[src/rtl/edge2pulse_pkg.sv]
// edge2pulse_pkg: shared types and constants
// for the multi-channel edge-to-pulse array.
package edge2pulse_pkg;

  typedef enum logic [1:0] {
    EDGE_RISING,
    EDGE_FALLING,
    EDGE_BOTH
  } edge_mode_e;

  localparam int MAX_PULSE_W = 15;
  localparam int CNT_W       = 4;

  function automatic logic [31:0] spike_inf(
    input int tw
  );
    return (32'd1 << tw) - 32'd1;
  endfunction

endpackage

[src/rtl/edge2pulse_chan.sv]
// edge2pulse_chan: one channel -- edge detect,
// pulse stretcher, one-shot gate, first-edge time latch.
module edge2pulse_chan
  import edge2pulse_pkg::*;
#(
  parameter edge_mode_e MODE     = EDGE_RISING,
  parameter int         PULSE_W  = 1,
  parameter bit         ONE_SHOT = 1'b1,
  parameter int         TW       = 4
) (
  input  logic          aclk,
  input  logic          grst,
  input  logic          edge_input,
  input  logic [TW-1:0] time_cnt,
  output logic          pulse_output,
  output logic          fired,
  output logic [TW-1:0] spike_time
);

  localparam logic [TW-1:0]    INF = TW'(spike_inf(TW));
  localparam logic [CNT_W-1:0] PW  = CNT_W'(PULSE_W);

  logic             prev_q;
  logic [CNT_W-1:0] cnt;
  logic             rise;
  logic             fall;
  logic             qual;
  logic             hit;

  // Classify the transition and decide whether it fires.
  always_comb begin
    rise = edge_input & ~prev_q;
    fall = ~edge_input & prev_q;
    qual = 1'b0;
    unique case (MODE)
      EDGE_RISING:  qual = rise;
      EDGE_FALLING: qual = fall;
      EDGE_BOTH:    qual = rise | fall;
      default:      qual = 1'b0;
    endcase
    hit = qual;
    if (ONE_SHOT && (fired || cnt != '0))
      hit = 1'b0;
  end

  // Edge history, pulse counter and first-edge latch.
  always_ff @(posedge aclk) begin
    if (grst) begin
      prev_q     <= edge_input;
      cnt        <= '0;
      fired      <= 1'b0;
      spike_time <= INF;
    end else begin
      prev_q <= edge_input;
      if (hit)
        cnt <= PW;
      else if (cnt != '0)
        cnt <= cnt - 1'b1;
      if (qual && !fired) begin
        fired      <= 1'b1;
        spike_time <= time_cnt;
      end
    end
  end

  assign pulse_output = (cnt != '0);

endmodule

[src/rtl/edge2pulse_array.sv]
// edge2pulse_array: N_CH edge-to-pulse channels
// sharing one saturating gamma-window time counter.
module edge2pulse_array
  import edge2pulse_pkg::*;
#(
  parameter int         N_CH     = 8,
  parameter edge_mode_e MODE     = EDGE_RISING,
  parameter int         PULSE_W  = 1,
  parameter bit         ONE_SHOT = 1'b1,
  parameter int         TW       = 4
) (
  input  logic                     aclk,
  input  logic                     grst,
  input  logic [N_CH-1:0]          edge_input,
  output logic [N_CH-1:0]          pulse_output,
  output logic [N_CH-1:0]          fired,
  output logic [N_CH-1:0][TW-1:0]  spike_time
);

  localparam logic [TW-1:0] INF = TW'(spike_inf(TW));

  logic [TW-1:0] time_cnt;

  // Window clock: cycles since grst, saturating at INF.
  always_ff @(posedge aclk) begin
    if (grst)
      time_cnt <= '0;
    else if (time_cnt != INF)
      time_cnt <= time_cnt + 1'b1;
  end

  // Parameter range guards.
  always_ff @(posedge aclk) begin
    assert (PULSE_W >= 1 && PULSE_W <= MAX_PULSE_W);
    assert (N_CH >= 1 && TW >= 1 && TW <= 31);
  end

  for (genvar i = 0; i < N_CH; i++) begin : g_ch
    edge2pulse_chan #(
      .MODE     (MODE),
      .PULSE_W  (PULSE_W),
      .ONE_SHOT (ONE_SHOT),
      .TW       (TW)
    ) u_chan (
      .aclk         (aclk),
      .grst         (grst),
      .edge_input   (edge_input[i]),
      .time_cnt     (time_cnt),
      .pulse_output (pulse_output[i]),
      .fired        (fired[i]),
      .spike_time   (spike_time[i])
    );
  end

endmodule

[config.mk]
export PLATFORM = sky130hd
export DESIGN_NAME = edge2pulse_array
export DESIGN_NICKNAME = d
export VERILOG_FILES = /design/src/rtl/edge2pulse_pkg.sv /design/src/rtl/edge2pulse_chan.sv /design/src/rtl/edge2pulse_array.sv
export SDC_FILE = /design/constraint.sdc
export NUM_CORES = 1
export LEC_CHECK = 0
export CAP_MARGIN = 20
export CELL_PAD_IN_SITES_DETAIL_PLACEMENT = 2
export CELL_PAD_IN_SITES_GLOBAL_PLACEMENT = 2
export CORE_AREA = 3 3 97 117
export CTS_BUF_LIST = sky130_fd_sc_hd__clkbuf_2 sky130_fd_sc_hd__clkbuf_4 sky130_fd_sc_hd__clkbuf_8
export DETAILED_ROUTE_END_ITERATION = 16
export DIE_AREA = 0 0 100 120
export GPL_ROUTABILITY_DRIVEN = 0
export PLACE_DENSITY = 0.88
export SYNTH_ARGS = -nofsm -noshare
export SYNTH_HDL_FRONTEND = slang
export SYNTH_SLANG_ARGS = --single-unit
[constraint.sdc]
create_clock -name aclk -period 1.6 [get_ports aclk]
set_clock_uncertainty 0.2 [all_clocks]
set_input_delay 0.24 -clock aclk [delete_from_list [all_inputs] [get_ports aclk]]
set_output_delay 0.24 -clock aclk [all_outputs]
set_load 0.01 [all_outputs]
==> impl_results.md, run 1 <==
* Initial antenna violation count at 0
* WL final at 15100 um
* Hold Violations, Final at 0
* CTS tree: done
* Ports at a little under 60
* Slew @ Worst Pin at between 400 and 500 ps
* CP Class: flop to primary output
* Inst Count DP at 574
* Worst setup path start: g_ch[3].u_chan.cnt[1]
* Mux share of post-synthesis cell area at 0.0252
* Antenna Diode Count at 0
* WHS at slightly above 80 ps
* Crit end category: primary output
* Die height at between 100 and 150 um
* Post-Synth XOR/XNOR Area at 0.0221
* Hold path depth at 3
* Die W at about 100 um
* Post-Synth Simple-Gate Area at 0.212
* Main combinational cell family by area after synthesis: simple AND/OR/NAND/NOR gates
* Number of fill cells in the layout at 1044
* Reg2reg end: g_ch[3].u_chan.cnt[0]
* Status: complete, but fails checks
* Max cap viols at 0
* PD cells at just over 2000 nW/um^2
* Non-filler cells in the finished layout at between 600 and 700
* R2r setup slk at -220 ps
* Hpwl dp at between 7000 and 8000 um
* Top delay family on crit path: flip-flops
* Antenna viol nets, final at 0
* Post-DR wirelength/cell at around 24 um
* Crit path max fanout at 2
* Post-synth EDFFs at 0
* Post-synth cell types at 23
* Area occupied by multi-input gates at 2030 sq um
* Final WS setup at -259 ps
* Placed inst area at around 4700 sq um
* Min-Delay Path Class: input pin to flop
* Ratio of cells with drive above 1 in the final layout at 0.446
* Flops & latches, synth at 84
* Syn Area/Cell at roughly 10 sq um
* 1st-iter DRT viols at 69
* Maximum clock path buffer count at 2
* Grt total ovfl at 0
* # rows at between 40 and 50
* Port Buffers at 57
* Period utilisation layout at 1.16
* CP Depth at 5
* Reg2reg start: g_ch[3].u_chan.cnt[1]
* Synth Cell Area at between 3000 and 4000 sq um
* F_max at ~0.54 GHz
* Max-slew violations at 0
* Worst rel slew slack at 0.705
* # DRC at 0
* Lkg Pwr at approximately 0.0023 uW
* CP Capture Point: pulse_output[3]
* CTS H-tree lvls at 3
* Yosys top cell by area: dfxtp_1
* Vias in the first global route at roughly 3600
* Final #Nets at 515
* Worst setup SP type: flop
* Worst Path Buf+Inv at 3
* Die ar. at 12000 sq um
* Starting density of the core at 0.343
* Gr usage total at 0.222
* Critical Path AT at between 1000 and 1500 ps
* Global-route wire length before repair at about 20000 um
* Worst r2r path cells at 9
* Crit path largest cell delay at about 340 ps
* Synthesis Warnings at 0
* Post-route cell area at between 5000 and 6000 sq um
* Fraction of the mapped netlist area in compound gates at 0.128
* Clock Pin Slew Worst Setup and Hold Paths at around 110 ps
* Register area at around 1700 sq um
* DR vias at roughly 3200
* Synth Area in Adders at 0.0595
* Ys async rst share at 0
* Mean number of vias per cell at approximately 5.1
* Share of the synthesized area in the top cell type at 0.471
* Cells along the critical path: inv_2 > ha_4 > nor3b_4 > inv_2 > buf_6
* Final setup viols at 17
* Ys flop type: dfxtp_1
* Clock Root Buffer: clkbuf_8
* Max VDD drop at 0.00104 V
* CTS sink count at 84
* Largest net degree at the start of global routing at 36
* Worst-Skew Late Latency at roughly 380 ps
* Critical Path RT at between 1000 and 1500 ps
* Initial DRT Pass Iterations at 4
* Pre-CTS setup slack at -292 ps
* RSZ-0062 raised after global routing: yes
* Area Growth Syn to Fin at 54.2%
* CP max stage cell: dfxtp_2
* Post-synthesis sequential area ratio at 0.471
* Top-count cell post-synth: dfxtp_1
* Synth top cells by count: 84 x dfxtp_1, 32 x a211o_1, 32 x inv_1, 32 x nor2b_1, 28 x nor2_1
* Critical Path Most Common Cell: inv_2
* Violated checks: setup timing
* Syn_nets at 378
* CTS buffer count at 9
* Tmin final at 1860 ps
* Area contributors post-synth: dfxtp_1 47%, a211o_1 7.8%, ha_1 6.0%
* Syn Inst Count at 351
* Core area at around 10000 sq um
==> worst min-delay path by stage <==
| stage | from | end | slack [ps] |
|---|---|---|---|
| 6_report | grst | g_ch[4].u_chan.cnt[0] | 80 |
| 4_1_cts | grst | g_ch[5].u_chan.cnt[0] | 90 |
| 3_3_place_gp | g_ch[6].u_chan.prev_q | g_ch[6].u_chan.fired | 310 |
| 2_1_floorplan | edge_input[0] | g_ch[0].u_chan.prev_q | 70 |
| 5_1_grt | grst | g_ch[4].u_chan.cnt[0] | 110 |
| 3_5_place_dp | g_ch[1].u_chan.cnt[0] | g_ch[1].u_chan.cnt[0] | 340 |
==> worst min-delay path: cells and delay by family <==
| kind | cells | cell delay (ps) |
|---|---|---|
| buf+inv | 2 | 340 |
| compound gates | 1 | 50 |
==> report_power, final <==
part / internal, uW / total (uW) / switching (uW)
combinational: 3420 / 6400 / 2980
clock: 618 / 1530 / 914
sequential: 2600 / 3150 / 545
==> timing repair <==
action                     4_1_cts  5_1_grt
gates resized for setup        152       42
setup endpoints to repair       60       23
pin swaps                       18       18
setup buffers                   24       21
hold endpoints to repair         0        0
hold buffers                     0        0
cloned                           0        0
==> per-stage QoR <==
step / power, uW / util / setup TNS, ps
after floorplan: 5090 / - / 0
after global placement: 6640 / 0.447 / -6570
after detailed placement: 7030 / 0.447 / -10280
after CTS: 9500 / 0.498 / -1250
after global routing: 11700 / 0.529 / -3660
final: 11100 / 0.529 / -2340
==> cell type report <==
class,instances,share of cell area
Multi-Input combinational cell,206,0.368
Sequential cell,84,0.310
Timing Repair Buffer,155,0.236
Tap cell,129,0.0293
Clock buffer,10,0.0250
Inverter,32,0.0223
Clock inverter,6,0.00886
==> metal layers <==
layer  part of all wire  vias to the layer above  wire [um]  track usage
li1                   -                     1465          -            -
met1               0.37                     1637       5600        0.241
met2               0.57                       62       8650        0.434
met3              0.019                       28        292       0.0256
met4              0.034                        0        518       0.0758
met5                  0                        -          0            0
==> layout by cell type, fill, tap and decap left out, types with 5 or more instances in the layout <==
cell             count
a211o_1             32
a211oi_2             5
a21oi_1              8
buf_4               91
buf_6               10
clkbuf_8            10
clkdlybuf4s50_1      8
dfxtp_1             63
dfxtp_2             21
dlygate4sd2_1       40
ha_1                 9
ha_4                 8
inv_1                9
inv_2               22
mux2i_1              9
nor2_1              28
nor2b_1             32
nor3_1              17
nor3_4               7
nor3b_4             16
o41ai_4              6
or3_4                6
xnor2_1              9
==> state kept, by name, indices dropped and copies added (netlist names) <==
| register | flops |
|---|---|
| g_ch.u_chan.cnt | 32 |
| g_ch.u_chan.fired | 8 |
| g_ch.u_chan.prev_q | 8 |
| g_ch.u_chan.spike_time | 32 |
| time_cnt | 4 |
==> logic make-up after synthesis <==
family	after synthesis
mux	9
compound gates	57
fa+ha+maj	17
flops	84
xor+xnor	9
buf+inv	61
simple gates	114
(Power assumes the default switching activity.)
==> run 2, diff against run 1 <==
--- a/config.mk
+++ b/config.mk
@@ -5,7 +5,7 @@
 export SDC_FILE = /design/constraint.sdc
 export NUM_CORES = 1
 export LEC_CHECK = 0
-export CAP_MARGIN = 20
+export CAP_MARGIN = 10
 export CELL_PAD_IN_SITES_DETAIL_PLACEMENT = 2
 export CELL_PAD_IN_SITES_GLOBAL_PLACEMENT = 2
 export CORE_AREA = 3 3 97 117
==> results of run 2 <==
Same layout as run 1: the final DEF is identical, and so are final timing and power.
